==> src/rtl/paddle_step_encoder.sv <==
// paddle_step_encoder: queues left/right step requests and emits a 3-position switch code with a fixed dwell per position
module paddle_step_encoder #(
  parameter int DWELL = 4,
  parameter int MAXQ  = 7
) (
  input  logic       clk,
  input  logic       rst_n,
  input  logic       left_req,
  input  logic       right_req,
  output logic [2:0] pos,
  output logic       busy,
  output logic       step_pulse,
  output logic       step_dir,
  output logic       drop
);
  typedef enum logic {S_IDLE, S_DWELL} state_t;
  localparam logic signed [8:0] LIM    = 9'(MAXQ);
  localparam logic        [7:0] RELOAD = 8'(DWELL - 1);
  state_t             r_state;
  logic         [7:0] r_cnt;
  logic signed  [8:0] r_pend;
  logic               w_launch;
  logic               w_right;
  logic               w_ovf;
  logic signed  [8:0] w_base;
  logic signed  [8:0] w_req;
  logic signed  [8:0] w_sum;
  assign w_launch = (r_pend != '0) && ((r_state == S_IDLE) || (r_cnt == '0));
  assign w_right  = ~r_pend[8];
  // launch is decided on the registered count only; this cycle's request lands on top
  assign w_base   = !w_launch ? r_pend : w_right ? r_pend - 9'sd1 : r_pend + 9'sd1;
  assign w_req    = (right_req & ~left_req) ? 9'sd1 : (left_req & ~right_req) ? -9'sd1 : 9'sd0;
  assign w_sum    = w_base + w_req;
  assign w_ovf    = (w_sum > LIM) || (w_sum < -LIM);
  assign busy     = (r_state == S_DWELL) || (r_pend != '0);
  always_ff @(posedge clk or negedge rst_n) begin
    if (!rst_n) begin
      r_state    <= S_IDLE;
      r_cnt      <= '0;
      r_pend     <= '0;
      pos        <= '0;
      step_dir   <= 1'b0;
      step_pulse <= 1'b0;
      drop       <= 1'b0;
    end else begin
      r_pend     <= w_ovf ? w_base : w_sum;
      drop       <= w_ovf;
      step_pulse <= w_launch;
      if (w_launch) begin
        pos      <= w_right ? ((pos == 3'd2) ? 3'd0 : pos + 3'd1) : ((pos == 3'd0) ? 3'd2 : pos - 3'd1);
        step_dir <= w_right;
      end
      if (r_state == S_IDLE) begin
        if (w_launch) begin
          r_state <= S_DWELL;
          r_cnt   <= RELOAD;
        end
      end else if (r_cnt != '0) begin
        r_cnt <= r_cnt - 8'd1;
      end else if (w_launch) begin
        r_cnt <= RELOAD;
      end else begin
        r_state <= S_IDLE;
      end
    end
  end
endmodule

==> config.mk <==
export PLATFORM = sky130hd
export DESIGN_NAME = paddle_step_encoder
export DESIGN_NICKNAME = d
export VERILOG_FILES = /design/src/rtl/paddle_step_encoder.sv
export SDC_FILE = /design/constraint.sdc
export NUM_CORES = 1
export LEC_CHECK = 0
export BUFFER_PORTS_ARGS = -buffer_cell sky130_fd_sc_hd__buf_2
export CORE_ASPECT_RATIO = 1.1
export CORE_UTILIZATION = 45
export CTS_CLUSTER_DIAMETER = 60
export CTS_CLUSTER_SIZE = 40
export DETAILED_ROUTE_END_ITERATION = 6
export PLACE_DENSITY = 0.73
export SLEW_MARGIN = 20
export SYNTH_ARGS = -nofsm -noshare
export SYNTH_HDL_FRONTEND = slang
export SYNTH_SLANG_ARGS = --single-unit
==> constraint.sdc <==
create_clock -name clk -period 12.95 [get_ports clk]
set_input_delay 1.9425 -clock clk [delete_from_list [all_inputs] [get_ports clk]]
set_output_delay 1.9425 -clock clk [all_outputs]
set_load 0.02 [all_outputs]
==> flow_metrics.env, run 1 <==
export IMPL_crit_type="reg -> reg"
export IMPL_cts_resized=0
export IMPL_gr_total_overflow=0
export IMPL_end_kind="flip-flop"
export IMPL_synthMuxAreaShare=0.0283
export IMPL_layout_nets=272
export IMPL_p_total_mw=0.511
export IMPL_vias_per_cell=5.43
export IMPL_max_cap_viol_count=0
export IMPL_tightest_slew_ns=0.591
export IMPL_cp_required_ns=13.11
export IMPL_most_common_layout_cells="nand2_1 (26), ha_1 (24), dfrtp_1 (24)"
export IMPL_ir_drop_v=0.0000978
export IMPL_hold_buffers=0
export IMPL_drive_gt1_frac=0.108
export IMPL_cpMaxStageDelayCell="dfrtp_1"
export IMPL_fillers=411
export IMPL_area_growth_pct=8.06
export IMPL_finalCritPeriodShare=0.367
export IMPL_power_density_nw_per_um2=233
export IMPL_die_w_um=66.1
export IMPL_core_area_um2=4320
export IMPL_syn_area_um2=2030
export IMPL_synthFlopType="dfrtp_1"
export IMPL_status="completed"
export IMPL_clk_pin_slew_ns=0.09
export IMPL_period_minus_slack_ns=4.76
export IMPL_hold_viol=0
export IMPL_grt_pass1_wl_um=6840
export IMPL_ios=11
export IMPL_place_congestion=0.798
export IMPL_grt_pass1_vias=1589
export IMPL_drtAntennaViolNets=0
export IMPL_finalSetupViolCount=0
export IMPL_synth_cell_types=49
export IMPL_die_y_um=72.5
export IMPL_final_common_cell="nand2_1"
export IMPL_h_tree_depth=1
export IMPL_finalSetupTns_ns=0
export IMPL_slowest_delay_ns=0.59
export IMPL_syn_area_per_cell_um2=8.88
export IMPL_slew_headroom=0.606
export IMPL_firstDrtPassIters=4
export IMPL_crit_arrival_ns=4.92
export IMPL_grt_antenna_before_repair=0
export IMPL_grt_start_max_net_pins=25
export IMPL_wl_per_cell_um=13.1
export IMPL_drc=0
export IMPL_grt_met1_usage=0.225
export IMPL_hold_path_cell_count=2
export IMPL_cp_startpoint="r_pend[8]"
export IMPL_worstHoldEndpoint="step_dir"
export IMPL_path_max_fanout=10
export IMPL_hold_start="step_dir"
export IMPL_drtIter0Drc=104
export IMPL_r2r_slack_ns=8.19
export IMPL_r2r_cells=17
export IMPL_dpl_hpwl_um=3030
export IMPL_fin_area_um2=2200
export IMPL_rsz0062_at_grt="no"
export IMPL_synth_fp_nets=259
export IMPL_netlist_instances=229
export IMPL_async_flop_share=1.00
export IMPL_synth_xor_area_frac=0.0554
export IMPL_synth_top_family_by_area="compound AO/OA/AOI/OAI gates"
export IMPL_portBuffers=10
export IMPL_crit_buf_inv=2
export IMPL_numClockSinks=24
export IMPL_skew_ns=0.00700
export IMPL_worstSetupStartpointType="flip-flop"
export IMPL_place_ws_ns=8.01
export IMPL_rr_endpoint="r_pend[0]"
export IMPL_leakage_nw=1.08
export IMPL_drt_wl_total_um=3870
export IMPL_worstSkewPairLatency_ns=0.27
export IMPL_grtUsageTotal=0.182
export IMPL_fp_row_count=25
export IMPL_antenna_diode_count=0
export IMPL_synth_edf_count=0
export IMPL_yosysWarnings=0
export IMPL_initial_core_util=0.471
export IMPL_clk_path_buf_depth=2
export IMPL_cts_tree="built"
export IMPL_busiest_layer="met2"
export IMPL_cpLargestDelayFamily="compound AO/OA/AOI/OAI gates"
export IMPL_grt_use_met3=0.0142
export IMPL_hp_class="reg -> reg"
export IMPL_path_cells="inv_1, ha_1, a21o_1, a21o_1, a21oi_1, o21bai_1, xor2_1, a21boi_0, inv_1, ha_1, a21oi_2, xor2_1, or3b_1, a2111oi_0, a21boi_2, mux2i_4, mux2_4"
export IMPL_timing_rr_start="r_pend[8]"
export IMPL_grtUsageMet2=0.337
export IMPL_yosys_area_share_simple=0.163
export IMPL_fin_ws_ns=8.19
export IMPL_synth_compound_area_share=0.246
export IMPL_max_freq_mhz=210
export IMPL_dieArea_um2=4790
export IMPL_cts_buffers=3
export IMPL_finalMaxSlewViolations=0
export IMPL_cts_root_buf="clkbuf_8"
export IMPL_placed_cell_area_um2=2140
export IMPL_yosysSeqAreaShare=0.295
export IMPL_synthAdderAreaFrac=0.167
export IMPL_postCtsSetupRepairBufs=0
export IMPL_num_vias=1603
export IMPL_synth_seq_cells=24
logic make-up after synthesis:
family,after synthesis
adder cells (fa/ha/maj),26
AO/OA/AOI/OAI,72
flip-flops,24
AND/OR/NAND/NOR,67
XOR/XNOR,12
buffers and inverters,24
multiplexers,4
per-stage QoR:
step / hold WS, ns / std cells / utilization
4_1_cts: 0.485 / 295 / 0.509
3_5_place_dp: 0.465 / 291 / 0.496
2_1_floorplan: 0.462 / 229 / -
6_report: 0.477 / 295 / 0.509
3_3_place_gp: 0.458 / 291 / 0.496
5_1_grt: 0.499 / 295 / 0.509
worst max-delay path by stage:
stage / end / slack (ns) / cells past startpoint
global route: r_pend[0] / 7.88 / 17
detailed placement: r_pend[0] / 8.01 / 12
CTS: r_pend[0] / 8.20 / 17
floorplan: r_pend[0] / 8.47 / 11
global placement: r_pend[0] / 8.17 / 12
finish: r_pend[0] / 8.19 / 17
state kept, by name (all words and copies together) (netlist names):
| signal | count |
|---|---|
| pos | 3 |
| r_pend | 9 |
| step_pulse | 1 |
| r_cnt | 8 |
| drop | 1 |
| r_state | 1 |
| step_dir | 1 |
Yosys cell counts (4+ instances only):
cell type,count,area (um^2)
nand2_1,26,97.6
dfrtp_1,24,601
ha_1,24,300
inv_1,22,82.6
nor2_1,18,67.6
o21ai_0,18,90.1
a21oi_1,16,80.1
xor2_1,7,61.3
a21o_1,6,45.0
nand2b_1,5,31.3
o21a_1,5,37.5
a211oi_1,4,30.0
nand3_1,4,20.0
xnor2_1,4,35.0
power by group:
part / total (mW) / internal (mW) / switching (mW) / leakage [nW]
Combinational: 0.317 / 0.141 / 0.176 / 0.764
Sequential: 0.143 / 0.106 / 0.0365 / 0.283
Clock: 0.0517 / 0.0272 / 0.0246 / 0.0288
Total: 0.511 / 0.274 / 0.237 / 1.08
tightest hold or removal path, delay by kind of cell (launching register included):
family,cells,cell delay [ns]
DFF,1,0.34
and+or+nand+nor,1,0.04
AOI/OAI and AO/OA,1,0.06
layer usage:
metal / up-vias / routed length (um)
met5: - / 0
met4: 0 / 16
met3: 2 / 51
met2: 13 / 1980
met1: 749 / 1820
li1: 839 / -
cell type report:
cell class              count  area (um^2)  area share
multi-input cells         181         1340       0.610
flip-flops and latches     24          601       0.273
repair buffers             10         50.0      0.0228
well taps                  54         67.6      0.0308
clock buffers               4         55.1      0.0251
inverters                  22         82.6      0.0376
Note: power is estimated with default switching activity, not from simulation.
==> run 2: changes to the inputs <==
--- a/config.mk
+++ b/config.mk
@@ -11,7 +11,7 @@
 export CTS_CLUSTER_DIAMETER = 60
 export CTS_CLUSTER_SIZE = 40
 export DETAILED_ROUTE_END_ITERATION = 6
-export PLACE_DENSITY = 0.73
+export PLACE_DENSITY = 0.75
 export SLEW_MARGIN = 20
 export SYNTH_ARGS = -nofsm -noshare
 export SYNTH_HDL_FRONTEND = slang
==> constraint.sdc (replaced) <==
create_clock -name clk -period 4.1 [get_ports clk]
set_input_delay 0.615 -clock clk [delete_from_list [all_inputs] [get_ports clk]]
set_output_delay 0.615 -clock clk [all_outputs]
set_load 0.02 [all_outputs]
==> flow_metrics.env, run 2 (same netlist as run 1, synthesis figures left out) <==
export IMPL_finalCritPeriodShare=0.947
export IMPL_firstDrtPassIters=4
export IMPL_worstSkewPairLatency_ns=0.27
export IMPL_placedCellCount=299
export IMPL_h_tree_depth=1
export IMPL_rsz0062_at_grt="no"
export IMPL_fin_ws_ns=0.218
export IMPL_place_congestion=0.813
export IMPL_final_common_cell="nand2_1"
export IMPL_power_density_nw_per_um2=762
export IMPL_area_growth_pct=14.2
export IMPL_grt_start_max_net_pins=25
export IMPL_hold_buffers=0
export IMPL_cts_buffers=3
export IMPL_grt_pass1_vias=1693
export IMPL_slowest_delay_ns=0.39
export IMPL_slew_headroom=0.644
export IMPL_skew_ns=0.00729
export IMPL_placed_cell_area_um2=2200
export IMPL_finalMaxSlewViolations=0
export IMPL_cts_tree="built"
export IMPL_path_max_fanout=9
export IMPL_place_ws_ns=-0.00158
export IMPL_fin_area_um2=2320
export IMPL_clk_path_buf_depth=2
export IMPL_cp_required_ns=4.26
export IMPL_dieArea_um2=4790
export IMPL_gr_total_overflow=0
export IMPL_grtUsageTotal=0.199
export IMPL_largest_reg_flops=9
export IMPL_drive_gt1_frac=0.176
export IMPL_reg_top3="r_pend x9, r_cnt x8, pos x3"
export IMPL_ir_drop_v=0.000315
export IMPL_grt_pass1_wl_um=7380
export IMPL_wl_per_cell_um=14.7
export IMPL_core_area_um2=4320
export IMPL_layout_nets=281
export IMPL_ios=11
export IMPL_finalSetupViolCount=0
export IMPL_final_cells=304
export IMPL_clk_pin_slew_ns=0.09
export IMPL_leakage_nw=1.13
export IMPL_grt_antenna_before_repair=0
export IMPL_die_w_um=66.1
export IMPL_initial_core_util=0.471
export IMPL_worstSetupStartpointType="flip-flop"
export IMPL_hold_viol=0
export IMPL_status="completed"
export IMPL_num_vias=1717
export IMPL_top_register="r_pend"
export IMPL_max_cap_viol_count=0
export IMPL_numClockSinks=24
export IMPL_max_freq_mhz=258
export IMPL_drtIter0Drc=50
export IMPL_fillers=394
export IMPL_die_y_um=72.5
export IMPL_antenna_diode_count=0
export IMPL_end_kind="flip-flop"
export IMPL_p_total_mw=1.77
export IMPL_dpl_hpwl_um=3390
export IMPL_portBuffers=10
export IMPL_cpMaxStageDelayCell="dfrtp_1"
export IMPL_most_common_layout_cells="nand2_1 (26), dfrtp_1 (24), ha_1 (23)"
export IMPL_vias_per_cell=5.65
export IMPL_drc=0
export IMPL_path_cells="buf_4, nor4_2, nand3_1, nand2_4, xnor2_2, ha_1, inv_1, fa_1, nand2b_1, a211oi_1, o22ai_1, xnor2_1, xnor2_2, buf_4, nand2b_1, a21bo_2"
export IMPL_drtAntennaViolNets=0
export IMPL_crit_type="reg -> reg"
export IMPL_tightest_slew_ns=0.534
export IMPL_period_minus_slack_ns=3.88
export IMPL_hp_class="in -> async"
export IMPL_crit_arrival_ns=4.04
export IMPL_fin_util=0.538
export IMPL_drt_wl_total_um=4460
export IMPL_fp_row_count=25
export IMPL_cts_root_buf="clkbuf_8"
-- run 2: changes by cell type in the layout (fill, tap and decap cells not counted), sizes merged --
cell / delta
buf: +9
-- run 2: where the power goes --
| group | internal, mW | switching (mW) |
|---|---|---|
| clock | 0.0859 | 0.0773 |
| sequential | 0.335 | 0.111 |
| combinational | 0.522 | 0.638 |
| total | 0.942 | 0.827 |
-- run 2: timing repair --
action	CTS	global route
hold endpoints to repair	0	0
setup endpoints to repair	3	10
gates resized for setup	1	12
pin swaps	0	3
setup buffers	0	1
-- run 2: worst paths after layout --
| kind | cells past startpoint | end | startpoint | slack [ns] |
|---|---|---|---|---|
| worst max-delay path | 16 | r_pend[4] | r_pend[8] | 0.22 |
| worst min-delay path | 1 | r_cnt[4] | rst_n | 0.31 |
| worst max register to register | 16 | r_pend[4] | r_pend[8] | 0.22 |
| worst min register to register | 2 | step_dir | step_dir | 0.48 |
| max in group asynchronous | 1 | pos[1] | rst_n | 3.43 |
| min in group clk | 2 | step_dir | step_dir | 0.48 |
-- run 2: layout make-up --
class	count	area [um^2]	share of cell area
clock buffer	4	55.1	0.0237
multi-input combinational	181	1400	0.602
inverter	22	82.6	0.0356
timing repair buffer	19	118	0.0506
tap	54	67.6	0.0291
sequential	24	601	0.259
-- run 2: layer usage --
metal  global-route usage  vias to the layer above  part of all wire
li1                     -                      858                 -
met5                    0                        -                 0
met2                0.371                       22              0.53
met1                0.229                      830              0.43
met4               0.0804                        0             0.016
met3               0.0204                        7             0.019
-- run 2: through the flow --
step	hold slack, ns	TNS (ns)
CTS	0.334	0
detailed placement	0.469	-0.00158
floorplan	0.319	0
global route	0.357	0
finish	0.311	0
global placement	0.457	0
-- run 2: worst max-delay path: cells and delay by family, from the launching register on --
| family | cells | cell delay, ns |
|---|---|---|
| AND/OR/NAND/NOR | 5 | 1.12 |
| XOR/XNOR | 3 | 0.62 |
| AO/OA/AOI/OAI | 3 | 0.61 |
| adder cells (fa/ha/maj) | 2 | 0.59 |
| buffers and inverters | 3 | 0.41 |
| flip-flops | 1 | 0.39 |
==> run 3: changes to the inputs <==
--- a/config.mk
+++ b/config.mk
@@ -6,7 +6,7 @@
 export NUM_CORES = 1
 export LEC_CHECK = 0
 export BUFFER_PORTS_ARGS = -buffer_cell sky130_fd_sc_hd__buf_2
-export CORE_ASPECT_RATIO = 1.1
+export CORE_ASPECT_RATIO = 0.6
 export CORE_UTILIZATION = 45
 export CTS_CLUSTER_DIAMETER = 60
 export CTS_CLUSTER_SIZE = 40
==> flow_metrics.env, run 3 (same netlist as run 1, synthesis figures left out) <==
export IMPL_status="completed"
export IMPL_power_density_nw_per_um2=776
export IMPL_cp_required_ns=4.26
export IMPL_placedCellCount=306
export IMPL_timing_hold_ws_ns=0.326
export IMPL_slew_headroom=0.617
export IMPL_worstSkewPairLatency_ns=0.27
export IMPL_timing_rr_start="r_pend[1]"
export IMPL_area_growth_pct=16.6
export IMPL_path_cells="ha_1, a21o_1, a21o_1, a21oi_2, o21bai_1, xor2_1, a21boi_1, inv_1, ha_4, a21oi_2, xor2_1, or3b_4, a2111oi_4, a21boi_4, mux2i_4, mux2_4"
export IMPL_drt_wl_total_um=4700
export IMPL_ios=11
export IMPL_grt_met1_usage=0.325
export IMPL_grtUsageTotal=0.215
export IMPL_drtIter0Drc=198
export IMPL_hp_class="in -> async"
export IMPL_top_register="r_pend"
export IMPL_grtUsageMet2=0.314
export IMPL_max_cap_viol_count=0
export IMPL_cts_tree="built"
export IMPL_final_common_cell="nand2_1"
export IMPL_skew_ns=0.00199
export IMPL_rr_endpoint="r_pend[0]"
export IMPL_path_max_fanout=4
export IMPL_die_w_um=88.8
export IMPL_reg_top3="r_pend x9, r_cnt x8, pos x3"
export IMPL_finalSetupViolCount=0
export IMPL_clk_path_buf_depth=2
export IMPL_fillers=377
export IMPL_cts_buffers=3
export IMPL_num_vias=1719
export IMPL_grt_pass1_vias=1525
export IMPL_worstSetupStartpointType="flip-flop"
export IMPL_crit_arrival_ns=4.17
export IMPL_ir_drop_v=0.000236
export IMPL_busiest_layer="met1"
export IMPL_h_tree_depth=1
export IMPL_finalCritPeriodShare=0.977
export IMPL_firstDrtPassIters=6
export IMPL_numClockSinks=24
export IMPL_r2r_slack_ns=0.09
export IMPL_grt_antenna_before_repair=0
export IMPL_grt_start_max_net_pins=25
export IMPL_gr_total_overflow=0
export IMPL_place_congestion=0.892
export IMPL_portBuffers=10
export IMPL_grt_use_met3=0.0414
export IMPL_antenna_diode_count=0
export IMPL_tightest_slew_ns=0.574
export IMPL_dieArea_um2=4800
export IMPL_end_kind="flip-flop"
export IMPL_vias_per_cell=5.47
export IMPL_hold_buffers=0
export IMPL_grt_pass1_wl_um=7560
export IMPL_r2r_cells=16
export IMPL_slowest_delay_ns=0.43
export IMPL_clk_pin_slew_ns=0.09
export IMPL_hold_viol=0
export IMPL_finalSetupTns_ns=0
export IMPL_finalMaxSlewViolations=0
export IMPL_fp_row_count=18
export IMPL_max_freq_mhz=250
export IMPL_layout_nets=285
export IMPL_die_y_um=54.1
export IMPL_core_area_um2=4210
export IMPL_period_minus_slack_ns=4.01
export IMPL_leakage_nw=1.14
export IMPL_cpMaxStageDelayCell="dfrtp_1"
export IMPL_initial_core_util=0.483
export IMPL_cts_root_buf="clkbuf_8"
export IMPL_wl_per_cell_um=15.0
export IMPL_most_common_layout_cells="nand2_1 (26), dfrtp_1 (24), ha_1 (23)"
export IMPL_drive_gt1_frac=0.189
export IMPL_largest_reg_flops=9
export IMPL_drtAntennaViolNets=0
export IMPL_crit_type="reg -> reg"
export IMPL_fin_util=0.563
export IMPL_final_cells=314
export IMPL_drc=0
export IMPL_dpl_hpwl_um=3510
-- run 3: layout make-up --
cell class	instances	area [um^2]	share of cell area
clock buffers	4	55.1	0.0232
inverters	22	82.6	0.0348
multi-input cells	181	1410	0.595
flip-flops and latches	24	601	0.253
well taps	60	75.1	0.0317
repair buffers	23	148	0.0623
-- run 3: repair_timing --
| action | 4_1_cts | 5_1_grt |
|---|---|---|
| gates resized for setup | 5 | 8 |
| buffers inserted | 1 | 3 |
| pin swaps | 1 | 6 |
| endpoints found under the setup margin | 10 | 10 |
-- run 3: stage by stage --
step                power (mW)  setup slack (ns)  instance area (um^2)
floorplan                 1.25            0.0598                  2030
global placement          1.49             0.102                  2220
detailed placement        1.52            -0.206                  2220
CTS                       1.73            0.0378                  2300
global route              2.00           -0.0105                  2370
finish                    1.84            0.0933                  2370
-- run 3: where the power goes --
part           internal (mW)  total [mW]  switching [mW]
logic                  0.556        1.22           0.668
registers              0.335       0.448           0.114
clock network         0.0859       0.166          0.0796
-- run 3: worst max path at each step --
stage,endpoint,slack (ns),start
floorplan,r_pend[0],0.06,r_pend[8]
global placement,r_pend[0],0.10,r_pend[8]
detailed placement,r_pend[0],-0.21,r_pend[1]
CTS,r_pend[0],0.04,r_pend[1]
global route,r_pend[2],-0.01,r_cnt[0]
finish,r_pend[0],0.09,r_pend[1]
-- run 3: layer usage --
| layer | vias up | part of all wire |
|---|---|---|
| met4 | 0 | 0.0072 |
| met1 | 799 | 0.50 |
| met2 | 51 | 0.42 |
| met5 | - | 0 |
| met3 | 5 | 0.064 |
| li1 | 864 | - |
-- run 3: worst max-delay path: cells and delay by family, from the launching register on --
family          cells  cell delay [ns]
buf+inv             1             0.11
xor+xnor            2             0.39
flops               1             0.43
compound gates      8             1.59
mux                 2             0.40
fa+ha+maj           2             0.54
simple gates        1             0.43
